==> config.mk <==
export PLATFORM = sky130hd
export DESIGN_NAME = alu_cmd_sequencer_flat
export DESIGN_NICKNAME = d
export VERILOG_FILES = /design/src/rtl/alu_cmd_sequencer_if.sv /design/src/rtl/alu_cmd_sequencer.sv /design/src/flat_wrapper.sv
export SDC_FILE = /design/constraint.sdc
export NUM_CORES = 1
export LEC_CHECK = 0
export CAP_MARGIN = 5
export CORE_MARGIN = 2
export CORE_UTILIZATION = 48
export DETAILED_ROUTE_END_ITERATION = 8
export PLACE_DENSITY = 0.76
export SYNTH_ARGS = -nofsm -noshare
export SYNTH_HDL_FRONTEND = slang
export SYNTH_SLANG_ARGS = --single-unit
export TNS_END_PERCENT = 10
==> constraint.sdc <==
create_clock -name clk -period 1.75 [get_ports clk]
set_clock_uncertainty 0.2 [all_clocks]
set_input_delay 0.525 -clock clk [delete_from_list [all_inputs] [get_ports clk]]
set_output_delay 0.525 -clock clk [all_outputs]
set_load 0.02 [all_outputs]
==> src/rtl/alu_cmd_sequencer_if.sv <==
// Command and response channels between a command source and alu_cmd_sequencer.
// master = command source / response consumer, slave = sequencer.
interface alu_cmd_sequencer_if #(
  parameter int BITS = 4
);
  logic            cmd_valid;
  logic            cmd_ready;
  logic [1:0]      cmd_op;
  logic [1:0]      cmd_dst;
  logic [1:0]      cmd_src_a;
  logic [1:0]      cmd_src_b;
  logic            cmd_imm_en;
  logic [BITS-1:0] cmd_imm;

  logic            rsp_valid;
  logic            rsp_ready;
  logic [BITS-1:0] rsp_data;
  logic [1:0]      rsp_dst;

  modport master (
    output cmd_valid, cmd_op, cmd_dst, cmd_src_a, cmd_src_b, cmd_imm_en, cmd_imm,
    output rsp_ready,
    input  cmd_ready,
    input  rsp_valid, rsp_data, rsp_dst
  );

  modport slave (
    input  cmd_valid, cmd_op, cmd_dst, cmd_src_a, cmd_src_b, cmd_imm_en, cmd_imm,
    input  rsp_ready,
    output cmd_ready,
    output rsp_valid, rsp_data, rsp_dst
  );
endinterface

==> src/rtl/alu_cmd_sequencer.sv <==
// Drives a combinational ALU from a 4-entry register file; accept -> EXEC -> RESP, one command per 3 cycles.
// Response is held in RESP until rsp_ready; cmd_ready is low for the whole operation and any stall.
module alu_cmd_sequencer #(
  parameter int BITS = 4
) (
  input  logic                 clk,
  input  logic                 rst_n,
  alu_cmd_sequencer_if.slave   bus,
  output logic [BITS-1:0]      alu_a,
  output logic [BITS-1:0]      alu_b,
  output logic [1:0]           alu_op,
  input  logic [BITS-1:0]      alu_out,
  input  logic [1:0]           dbg_addr,
  output logic [BITS-1:0]      dbg_data
);

  typedef enum logic [1:0] {
    IDLE = 2'd0,
    EXEC = 2'd1,
    RESP = 2'd2
  } state_t;

  state_t          state_q, state_d;
  logic [BITS-1:0] rf_q [4];
  logic [BITS-1:0] rf_d [4];
  logic [BITS-1:0] alu_a_q, alu_a_d;
  logic [BITS-1:0] alu_b_q, alu_b_d;
  logic [1:0]      alu_op_q, alu_op_d;
  logic [1:0]      dst_q, dst_d;
  logic [BITS-1:0] rsp_data_q, rsp_data_d;
  logic [1:0]      rsp_dst_q, rsp_dst_d;

  always_comb begin
    state_d    = state_q;
    rf_d       = rf_q;
    alu_a_d    = alu_a_q;
    alu_b_d    = alu_b_q;
    alu_op_d   = alu_op_q;
    dst_d      = dst_q;
    rsp_data_d = rsp_data_q;
    rsp_dst_d  = rsp_dst_q;
    case (state_q)
      IDLE: begin
        if (bus.cmd_valid) begin
          alu_op_d = bus.cmd_op;
          alu_a_d  = rf_q[bus.cmd_src_a];
          alu_b_d  = bus.cmd_imm_en ? bus.cmd_imm : rf_q[bus.cmd_src_b];
          dst_d    = bus.cmd_dst;
          state_d  = EXEC;
        end
      end
      EXEC: begin
        // ALU inputs have been stable for the whole cycle; capture its result here.
        rf_d[dst_q] = alu_out;
        rsp_data_d  = alu_out;
        rsp_dst_d   = dst_q;
        state_d     = RESP;
      end
      RESP: begin
        if (bus.rsp_ready) begin
          state_d = IDLE;
        end
      end
      default: state_d = IDLE;
    endcase
  end

  always_ff @(posedge clk or negedge rst_n) begin
    if (!rst_n) begin
      state_q    <= IDLE;
      for (int i = 0; i < 4; i++) begin
        rf_q[i] <= '0;
      end
      alu_a_q    <= '0;
      alu_b_q    <= '0;
      alu_op_q   <= '0;
      dst_q      <= '0;
      rsp_data_q <= '0;
      rsp_dst_q  <= '0;
    end else begin
      state_q    <= state_d;
      rf_q       <= rf_d;
      alu_a_q    <= alu_a_d;
      alu_b_q    <= alu_b_d;
      alu_op_q   <= alu_op_d;
      dst_q      <= dst_d;
      rsp_data_q <= rsp_data_d;
      rsp_dst_q  <= rsp_dst_d;
    end
  end

  assign bus.cmd_ready = (state_q == IDLE);
  assign bus.rsp_valid = (state_q == RESP);
  assign bus.rsp_data  = rsp_data_q;
  assign bus.rsp_dst   = rsp_dst_q;
  assign alu_a         = alu_a_q;
  assign alu_b         = alu_b_q;
  assign alu_op        = alu_op_q;
  assign dbg_data      = rf_q[dbg_addr];

endmodule

==> src/flat_wrapper.sv <==
// flat-port wrapper written by rule: the top's interface ports become plain ports
module alu_cmd_sequencer_flat 
#(
  parameter int BITS = 4
)
  (clk, rst_n, alu_a, alu_b, alu_op, alu_out, dbg_addr, dbg_data, bus_cmd_valid, bus_cmd_op, bus_cmd_dst, bus_cmd_src_a, bus_cmd_src_b, bus_cmd_imm_en, bus_cmd_imm, bus_rsp_ready, bus_cmd_ready, bus_rsp_valid, bus_rsp_data, bus_rsp_dst);
  alu_cmd_sequencer_if #(.BITS(BITS)) bus_i ();
  input  logic clk;
  input  logic rst_n;
  output logic [BITS-1:0] alu_a;
  output logic [BITS-1:0] alu_b;
  output logic [1:0] alu_op;
  input  logic [BITS-1:0] alu_out;
  input  logic [1:0] dbg_addr;
  output logic [BITS-1:0] dbg_data;
  input wire logic [$bits(bus_i.cmd_valid)-1:0] bus_cmd_valid;
  input wire logic [$bits(bus_i.cmd_op)-1:0] bus_cmd_op;
  input wire logic [$bits(bus_i.cmd_dst)-1:0] bus_cmd_dst;
  input wire logic [$bits(bus_i.cmd_src_a)-1:0] bus_cmd_src_a;
  input wire logic [$bits(bus_i.cmd_src_b)-1:0] bus_cmd_src_b;
  input wire logic [$bits(bus_i.cmd_imm_en)-1:0] bus_cmd_imm_en;
  input wire logic [$bits(bus_i.cmd_imm)-1:0] bus_cmd_imm;
  input wire logic [$bits(bus_i.rsp_ready)-1:0] bus_rsp_ready;
  output wire logic [$bits(bus_i.cmd_ready)-1:0] bus_cmd_ready;
  output wire logic [$bits(bus_i.rsp_valid)-1:0] bus_rsp_valid;
  output wire logic [$bits(bus_i.rsp_data)-1:0] bus_rsp_data;
  output wire logic [$bits(bus_i.rsp_dst)-1:0] bus_rsp_dst;
  assign bus_i.cmd_valid = bus_cmd_valid;
  assign bus_i.cmd_op = bus_cmd_op;
  assign bus_i.cmd_dst = bus_cmd_dst;
  assign bus_i.cmd_src_a = bus_cmd_src_a;
  assign bus_i.cmd_src_b = bus_cmd_src_b;
  assign bus_i.cmd_imm_en = bus_cmd_imm_en;
  assign bus_i.cmd_imm = bus_cmd_imm;
  assign bus_i.rsp_ready = bus_rsp_ready;
  assign bus_cmd_ready = bus_i.cmd_ready;
  assign bus_rsp_valid = bus_i.rsp_valid;
  assign bus_rsp_data = bus_i.rsp_data;
  assign bus_rsp_dst = bus_i.rsp_dst;
  alu_cmd_sequencer #(.BITS(BITS)) u_core (.clk(clk), .rst_n(rst_n), .bus(bus_i), .alu_a(alu_a), .alu_b(alu_b), .alu_op(alu_op), .alu_out(alu_out), .dbg_addr(dbg_addr), .dbg_data(dbg_data));
endmodule
# Word level (Yosys, flattened, before mapping)
# Index checks and enable logic that the tools add are counted.
[word_totals]
ff_bits = 36
out_inout_bits = 22
elab_cells = 44
[op_classes]
magnitude_cmp = 5
eq_ne = 4
muxes = 16
bitwise = 4
reduce_logical = 4
[ops]
columns = ["operator", "n"]
rows = [
  ["4-bit two-way mux", 8],
  ["4-bit binary-select mux with 2-bit select", 3],
  ["16-bit bitwise mux", 1],
  ["3-bit >= comparator, second input constant", 4],
  ["2-bit NOT with 3-bit output", 4],
  ["4-bit demux with 2-bit select", 1],
  ["2-bit case mux with 3 select lines", 1],
  ["2-bit two-way mux", 2],
  ["2-bit != test, second input constant", 2],
  ["2-bit AND reduction", 2],
  ["3-bit by 1-bit less-than comparator with 1-bit output, second input constant", 1],
  ["2-bit by 1-bit == test with 1-bit output, second input constant", 1],
  ["2-bit == test, second input constant", 1],
  ["2-bit zero test", 1],
  ["1-bit logical AND", 1],
]

# Logic depth before layout (Yosys ltp)
# Gate-level depths: netlist (run 1).
[depth]
ltp_word = 6
depth_mapped = 4
ltp_nobuf = 3

# Worst setup path after synthesis (run 1)
# OpenSTA, ideal clock, no wires.
[synth_timing]
path_type = "input to output"
start = "in dbg_addr[0]"
end = "out dbg_data[0]"
arrival_ns = 1.071
setup_slack_ns = -0.046
cell_stages = 1
path_cell_list = "mux4_2"
[synth_between]
elab_chain_len = 4
[synth_rtl]
columns = ["item", "line_no", "source"]
rows = [
  ["from (decl)", "flat_wrapper.sv:14", "input logic [1:0] dbg_addr;"],
  ["2-bit NOT with 3-bit output (implied by the code)", "alu_cmd_sequencer.sv:99", "assign dbg_data = rf_q[dbg_addr];"],
  ["4-bit binary-select mux with 2-bit select", "alu_cmd_sequencer.sv:99", ""],
  ["4-bit two-way mux (implied by the code) (2 in a row)", "alu_cmd_sequencer.sv:99", ""],
  ["to (decl)", "flat_wrapper.sv:15", "output logic [BITS-1:0] dbg_data;"],
]
# Every way passes these cells. The select of a mux whose other input is x is not followed.

# Worst setup path after layout (run 1)
[layout_timing]
start = "reg u_core.rf_q[2] (netlist name)"
end = "out dbg_data[2]"
[layout_between]
elab_chain_len = 3
[layout_rtl]
columns = ["item", "line_no", "source"]
rows = [
  ["from (decl)", "alu_cmd_sequencer.sv:24", "logic [BITS-1:0] rf_q [4];"],
  ["from (signal assigned)", "alu_cmd_sequencer.sv:82", "rf_q <= rf_d;"],
  ["4-bit binary-select mux with 2-bit select", "alu_cmd_sequencer.sv:99", ""],
  ["4-bit two-way mux (implied by the code) (2 in a row)", "alu_cmd_sequencer.sv:99", ""],
]
# Every way passes these cells. The select of a mux whose other input is x is not followed.

==> metrics.yaml, run 1 <==
critPathKind: "flip-flop to output port"
r2r-start: "u_core.rf_q[2]"
dp_hpwl_mm: 2.924
drt-met1-wl_mm: 1.557
core_mm2: 0.003363
nNetsFinal: 204
synth_area_leaders: "dfrtp_1 (53%), mux2_2 (19%), mux4_2 (16%)"
cp_top_family: "multiplexers"
peakVddDrop_uv: 1093
hold_violations: 0
rsz0062_at_grt: "true"
synth-edff-count: 0
post_route_cells_drive_above_1_share_pct: 57.14
synth_cells: 105
areaGrowthSynthToFinish_pct: 41.38
synth_warnings: 0
synth-main-ff-cell: "dfrtp_1"
critical_path.cell_chain: "mux4_2, buf_6"
synth.most_common_cell: "dfrtp_1"
critPathLaunchType: "flip-flop"
grt_pass1_vias: 1278
placementRows: 21
cp_num_cells: 2
synth_top_area_share_pct: 52.82
multi_input_area_um2: 782.0
syn-cell-area_mm2: 0.001705
grt_pass1_wl_mm: 6.354
port_buffers: 44
fin_crit_ps: 2106
io_pins: 45
track_usage_pct: 21.22
vias: 1195
fin_cells: 228
critPathArrivalTime_ps: 1380
slew_headroom_pct: 80.58
start_util_pct: 50.71
numCtsBuffers: 5
p_total_mw: 4.409
cts.sinks: 36
status: "finished, violations left"
grt_max_degree: 37
synth_top_cell_by_area: "dfrtp_1"
chipHeight_um: 63.61
wl_per_cell_um: 16.79
r2r_end: "u_core.alu_a[2]"
fillers: 268
rrSetupSlack_ps: -60
crit_path_end_kind: "output port"
synth_commonest_cells: "dfrtp_1 (36), mux2_2 (29), mux4_2 (12), nor2_1 (6)"
drc: 0
ys_seq_elements: 36
yosys.cell_types.count: 16
synthesis.nets: 128
syn_area_per_cell_um2: 16.24
wl_met2_mm: 2.051
slowest_delay_ps: 490
tightest_slew_ps: 291.3
violations: "negative setup slack"
synth-async-reset-ratio_pct: 100.0
clk_root_buffer_cell: "clkbuf_4"
clk_latency_ps: 340
wirelength_mm: 3.827
setup_violations: 8
fin_crit_sh_pct: 120.3
ant_nets: 0
max_freq_mhz: 474.8
path_buf_inv: 1
crit_end: "dbg_data[2]"
path_max_fanout: 2
tritoncts: "built"
drv_cap: 0
overflow: 0
drv_slew: 0
antenna_cells: 0
viasPerCell: 5.241
fin_ws_ps: -356.1
wl_met3_um: 166
htree_levels: 2
ff2ff_path_depth: 5
placed_cells: 216
power.leakage_nw: 1.079
first_iter_violations: 31
path_clk_slew_ps: 110
p_per_area_mw_per_mm2: 1829
regArea_um2: 900.9
antenna_found_initial: 0
crit_start: "u_core.rf_q[2]"
routabilityCongestion: 0.7724
dieArea_mm2: 0.004046
hold_path.class: "flip-flop to flip-flop"
critPathSlowestCell: "mux4_2"
top_layer: "met4"
cp.required_ps: 1020
ys_seq_area_share_pct: 52.82
die_w_um: 63.61
drt-pass1-iter-count: 4
clockBufferDepth: 2
-- metal layers --
metal  up-vias  GRT usage, %
met5         -             0
met4         0         6.522
met3         5         5.893
met2        29         36.18
met1       609         26.24
li1        552             -
-- placed cells by master, fill, tap and decap left out --
cell type         n
nand2b_1          1
clkinv_2          1
nand2_1           2
nor3b_4           2
dfrtp_1          36
nand4b_1          1
mux2i_1           4
dlygate4sd2_1     3
buf_12            2
buf_2            17
nand2b_4          1
clkdlybuf4s50_1  18
nor2_1            6
clkdlybuf4s15_2   1
mux4_2           12
clkbuf_4          5
a21oi_1           4
mux2_2           29
nand3b_1          1
buf_6             3
nor3_4            1
o21ai_0           1
inv_1             1
bufinv_16         1
clkinvlp_4        1
buf_4            28
-- cells by family after synthesis --
group / share of synthesized area (%)
flops: 52.82
compound gates: 1.467
buf+inv: 1.760
mux: 37.34
simple gates: 6.604
-- tightest hold or removal path: cells and delay by family (launching register included) --
kind	cells	cell delay, ps
flip-flops	1	360
AND/OR/NAND/NOR	2	110
-- final cells by class --
type / instances / area share, %
flip-flops and latches: 36 / 37.36
multi-input cells: 65 / 32.43
repair buffers: 72 / 24.34
well taps: 46 / 2.387
clock inverters: 3 / 1.764
clock buffers: 5 / 1.557
inverters: 1 / 0.1557
-- state kept, by name (all words and copies together), names as in the netlist --
signal and cells:
u_core.state_q 2, u_core.rf_q 16, u_core.alu_a 4, u_core.alu_b 4, u_core.alu_op 2, u_core.bus.rsp_data 4, u_core.bus.rsp_dst 2, u_core.dst_q 2
-- what timing repair did --
| action | 4_1_cts | 5_1_grt |
|---|---|---|
| pin swaps | 1 | 0 |
| setup endpoints to repair | 38 | 22 |
| setup buffers | 2 | 2 |
| resized for setup | 90 | 15 |
| hold buffers | 0 | 0 |
-- worst min path at each step --
stage | startpoint | end | slack (ps) | cells past startpoint
3_3_place_gp | u_core.bus.rsp_dst[1] | u_core.bus.rsp_dst[1] | 260 | 2
2_1_floorplan | rst_n | u_core.alu_a[0] | 30 | 0
6_report | u_core.bus.rsp_dst[1] | u_core.bus.rsp_dst[1] | 290 | 2
3_5_place_dp | u_core.bus.rsp_dst[1] | u_core.bus.rsp_dst[1] | 270 | 2
5_1_grt | rst_n | u_core.rf_q[0] | 340 | 2
4_1_cts | u_core.bus.rsp_dst[1] | u_core.bus.rsp_dst[1] | 300 | 2
-- per-stage QoR --
stage	instance area [um2]	worst slack [ps]	setup TNS (ps)	hold WS, ps	util, %
floorplan	1705	-46.22	-184.9	29.41	-
global placement	2382	-1235	-10440	260.7	70.83
detailed placement	2382	-1244	-10860	272.5	70.83
CTS	2490	-380.3	-1651	301.0	74.03
global route	2411	-418.1	-2077	337.1	71.69
finish	2411	-356.1	-1615	290.1	71.69
-- where the power goes --
part	internal (mW)	switching (mW)	total, mW
Clock	0.298	0.281	0.579
Sequential	1.25	0.269	1.52
Combinational	1.30	1.01	2.31
No activity file was read; power rests on OpenSTA's default activity.
==> run 2: changes to the inputs <==
- MAX_ROUTING_LAYER: not set -> met4
- PLACE_DENSITY: 0.76 -> 0.79
==> run 2 against run 1 <==
  * The flow still finishes with violations (negative setup slack)
  * Setup slack got worse by 11 ps
  * Global-route usage decreased by 0.18 points
  * Critical path type unchanged
  * Total power decreased by 2.8%
  * Count of clock-buffer cells in the layout increased by 1
  * Sequential power about the same
  * Utilization decreased by 0.19 points
  * Largest power group unchanged
  * Flip-flop and latch count unchanged
==> metrics.yaml, run 2 (synthesis results as in run 1) <==
drv_cap: 0
violations: "negative setup slack"
largest_reg_flops: 16
cp.required_ps: 1020
final_area_mm2: 0.002405
utilization_pct: 71.50
top_register: "u_core.rf_q"
multi_input_area_um2: 782.0
grt_max_degree: 37
path_clk_slew_ps: 110
clk_latency_ps: 340
wl_per_cell_um: 15.99
port_buffers: 44
path_max_fanout: 2
grt_pass1_wl_mm: 6.154
vias: 1195
post_cts_buffers: 0
routabilityCongestion: 0.7917
critPathLaunchType: "flip-flop"
fin_ws_ps: -366.6
htree_levels: 2
max_freq_mhz: 472.5
slew_headroom_pct: 81.16
core_mm2: 0.003363
wirelength_mm: 3.629
overflow: 0
post_route_cells_drive_above_1_share_pct: 57.46
areaGrowthSynthToFinish_pct: 41.01
dieArea_mm2: 0.004046
final_cell_mix: "dfrtp_1 (35), mux2_2 (29), buf_4 (28), clkdlybuf4s50_1 (18), mux4_2 (12)"
first_iter_violations: 47
grt_pass1_vias: 1291
critPathArrivalTime_ps: 1390
p_per_area_mw_per_mm2: 1782
status: "finished, violations left"
numCtsBuffers: 5
chipHeight_um: 63.61
antenna_found_initial: 0
clockBufferDepth: 2
peakVddDrop_uv: 893.1
fillers: 259
hold_path.class: "flip-flop to flip-flop"
p_total_mw: 4.285
die_w_um: 63.61
clk_root_buffer_cell: "clkbuf_4"
ant_nets: 0
rsz0062_at_grt: "true"
drt-pass1-iter-count: 4
power.leakage_nw: 1.072
setup_violations: 6
hold_violations: 0
track_usage_pct: 21.04
drc: 0
antenna_cells: 0
start_util_pct: 50.71
critPathKind: "flip-flop to output port"
viasPerCell: 5.264
dp_hpwl_mm: 2.841
fin_crit_ps: 2117
fin_cells: 227
tritoncts: "built"
drv_slew: 0
regArea_um2: 902.1
placed_cells: 219
cts.sinks: 36
placementRows: 21
nNetsFinal: 203
crit_path_end_kind: "output port"
fin_crit_sh_pct: 120.9
io_pins: 45
postPlaceCellArea_mm2: 0.002392
final_common_cell: "dfrtp_1"
tightest_slew_ps: 281.7
==> run 2: per-stage QoR <==
stage          TNS, ps  setup slack [ps]  hold slack (ps)
2_1_floorplan   -184.9            -46.22            29.41
3_3_place_gp    -10270             -1244            264.2
3_5_place_dp    -10880             -1280            268.6
4_1_cts          -1646            -373.0            294.1
5_1_grt          -1924            -401.2            317.0
6_report         -1565            -366.6            289.7
==> run 2: path summary, 6_finish.rpt <==
check	slack (ps)	from	end	depth (start not counted)
setup reg to reg	30	u_core.state_q[1]	u_core.rf_q[11]	4
max in group asynchronous	820	rst_n	u_core.state_q[0]	2
setup / recovery	-370	u_core.rf_q[1]	dbg_data[1]	2
hold reg to reg	290	u_core.bus.rsp_dst[1]	u_core.bus.rsp_dst[1]	2
hold / removal	290	u_core.bus.rsp_dst[1]	u_core.bus.rsp_dst[1]	2
min in group asynchronous	340	rst_n	u_core.bus.rsp_dst[0]	2
==> run 2: layout make-up <==
cell class | count | area share (%)
clock buffers | 6 | 2.133
clock inverters | 2 | 0.4162
repair buffers | 71 | 24.87
well taps | 46 | 2.393
inverters | 1 | 0.1561
flip-flops and latches | 36 | 37.51
multi-input cells | 65 | 32.52
==> run 2: routing by layer <==
layer	vias up	part of all wire, %	track usage (%)
met5	-	0	-
met4	0	2.3	7.609
met3	7	5.3	5.179
met2	38	50	34.47
met1	601	42	25.42
li1	549	-	-
==> run 2: critical path, stage by stage, from the launching register on <==
cell     delay [ps]
dfrtp_1         400
mux4_2          500
buf_6           150
==> run 2: timing repair <==
action                     in CTS  in global routing
pin swaps                       1                  0
resized for setup              87                 14
hold buffers                    0                  0
setup endpoints to repair      38                 21
==> run 2: where the power goes <==
group	leakage (nW)	total, mW	internal [mW]	switching (mW)
combinational	0.608	2.30	1.31	0.994
clock	0.0380	0.465	0.191	0.274
sequential	0.427	1.52	1.25	0.267
==> run 3: changes to the inputs <==
- CORE_UTILIZATION: 48 -> 40
- PLACE_DENSITY: 0.79 -> 0.68
==> run 3 against run 2 <==
  * The flow still finishes with violations (negative setup slack)
  * Fmax rose by 3.2%
  * Non-clock buffer count rose by 1
  * Hold slack got worse by 18 ps
  * Count of clock-buffer cells in the layout did not move
  * First-iteration DRC count fell by 49%
  * Flip-flop and latch count did not move
  * Total power rose by 3.2%
  * Critical endpoint unchanged
  * Largest cell class unchanged
  * Highest routed layer unchanged
==> metrics.yaml, run 3 (synthesis results as in run 1) <==
status: "finished, violations left"
violations: "negative setup slack"
nNetsFinal: 204
slowest_delay_ps: 490
viasPerCell: 5.116
power.leakage_nw: 1.111
vias: 1187
drt-pass1-iter-count: 4
fin_crit_ps: 2051
core_mm2: 0.004058
routabilityCongestion: 0.9120
post_route_cells_drive_above_1_share_pct: 49.45
first_iter_violations: 24
dp_hpwl_mm: 3.022
areaGrowthSynthToFinish_pct: 45.41
drv_slew: 0
slew_headroom_pct: 81.23
clk_root_buffer_cell: "clkbuf_8"
final_cell_mix: "dfrtp_1 (35), mux2_2 (29), buf_4 (28), clkdlybuf4s50_1 (17), dlygate4sd2_1 (14)"
max_freq_mhz: 487.7
cp.required_ps: 1020
grt_max_degree: 37
start_util_pct: 42.03
path_clk_slew_ps: 70
peakVddDrop_uv: 816.3
setup_violations: 6
dieArea_mm2: 0.004802
path_buf_inv: 1
wirelength_mm: 3.780
grt_pass1_vias: 1271
fin_crit_sh_pct: 117.2
fin_ws_ps: -300.5
final_common_cell: "dfrtp_1"
rsz0062_at_grt: "true"
numCtsBuffers: 5
overflow: 0
track_usage_pct: 17.72
postPlaceCellArea_mm2: 0.002397
critical_path.cell_chain: "mux4_2, buf_6"
critPathArrivalTime_ps: 1330
die_w_um: 69.30
cp_top_family: "multiplexers"
final_area_mm2: 0.002480
critPathKind: "flip-flop to output port"
fin_hold_ws_ps: 272.1
crit_path_end_kind: "output port"
placementRows: 23
critPathSlowestCell: "mux4_2"
ctsHoldBuffers: 0
grt_pass1_wl_mm: 6.368
critPathLaunchType: "flip-flop"
wl_per_cell_um: 16.29
ant_nets: 0
largest_reg_flops: 16
tns_ps: -1153
drv_cap: 0
clk_latency_ps: 280
hold_path.class: "flip-flop to flip-flop"
top_register: "u_core.rf_q"
tritoncts: "built"
clockBufferDepth: 2
port_buffers: 44
cts.sinks: 36
antenna_cells: 0
io_pins: 45
p_per_area_mw_per_mm2: 1783
tightest_slew_ps: 281.5
antenna_found_initial: 0
hold_violations: 0
drc: 0
chipHeight_um: 69.30
htree_levels: 2
path_max_fanout: 2
[run 3: changes by cell type in the layout (fill, tap and decap cells not counted), sizes merged]
cell	delta
buf	-7
clkbuf	-2
clkdlybuf4s15	-1
clkdlybuf4s50	-1
dlygate4sd2	+11
dlymetal6s2s	+1
[run 3: what timing repair did]
action	CTS	global route
endpoints found under the setup margin	34	24
pin swaps	0	1
gates resized for setup	58	9
cloned	0	0
setup buffers	0	2
[run 3: cell type report]
cell class              count  area [um2]
multi-input cells          65       777.0
clock buffers               6       82.58
clock inverters             2       10.01
well taps                  50       62.56
repair buffers             72       641.9
fillers                   304        1578
flip-flops and latches     36       902.1
inverters                   1       3.754
[run 3: report_power, final]
part | total [mW] | switching [mW] | internal (mW) | leakage [nW]
Sequential | 1.52 | 0.266 | 1.25 | 0.427
Clock | 0.596 | 0.282 | 0.314 | 0.0510
Combinational | 2.31 | 0.982 | 1.32 | 0.633
Total | 4.42 | 1.53 | 2.89 | 1.11
[run 3: layer usage]
| metal | global-route usage, % | vias up | share of wire, % |
|---|---|---|---|
| met2 | 28.85 | 22 | 52 |
| met4 | 5.882 | 0 | 1.3 |
| met1 | 21.39 | 609 | 44 |
| met3 | 4.942 | 5 | 2.9 |
| met5 | - | - | 0 |
| li1 | - | 551 | - |
[run 3: worst paths after layout]
kind | startpoint | endpoint | slack [ps] | cells after the start
max in group asynchronous | rst_n | u_core.state_q[0] | 740 | 2
min reg2reg | u_core.bus.rsp_dst[1] | u_core.bus.rsp_dst[1] | 270 | 2
max | u_core.rf_q[5] | dbg_data[1] | -300 | 2
min | u_core.bus.rsp_dst[1] | u_core.bus.rsp_dst[1] | 270 | 2
min in group asynchronous | rst_n | u_core.bus.rsp_dst[1] | 410 | 2
max reg2reg | u_core.state_q[1] | u_core.rf_q[11] | 0 | 4
[run 3: through the flow]
step	utilization (%)	worst slack (ps)	power, mW	cells
after CTS	60.78	-360.3	4.420	231
after detailed placement	59.08	-1176	3.968	223
final	61.12	-300.5	4.422	232
after floorplan	-	-46.22	2.762	105
after global placement	59.08	-1168	3.859	223
after global routing	61.12	-339.0	4.694	232
[run 3: worst min-delay path: cells and delay by family (launching register included)]
kind | cells | cell delay (ps)
simple gates | 2 | 110
flops | 1 | 340
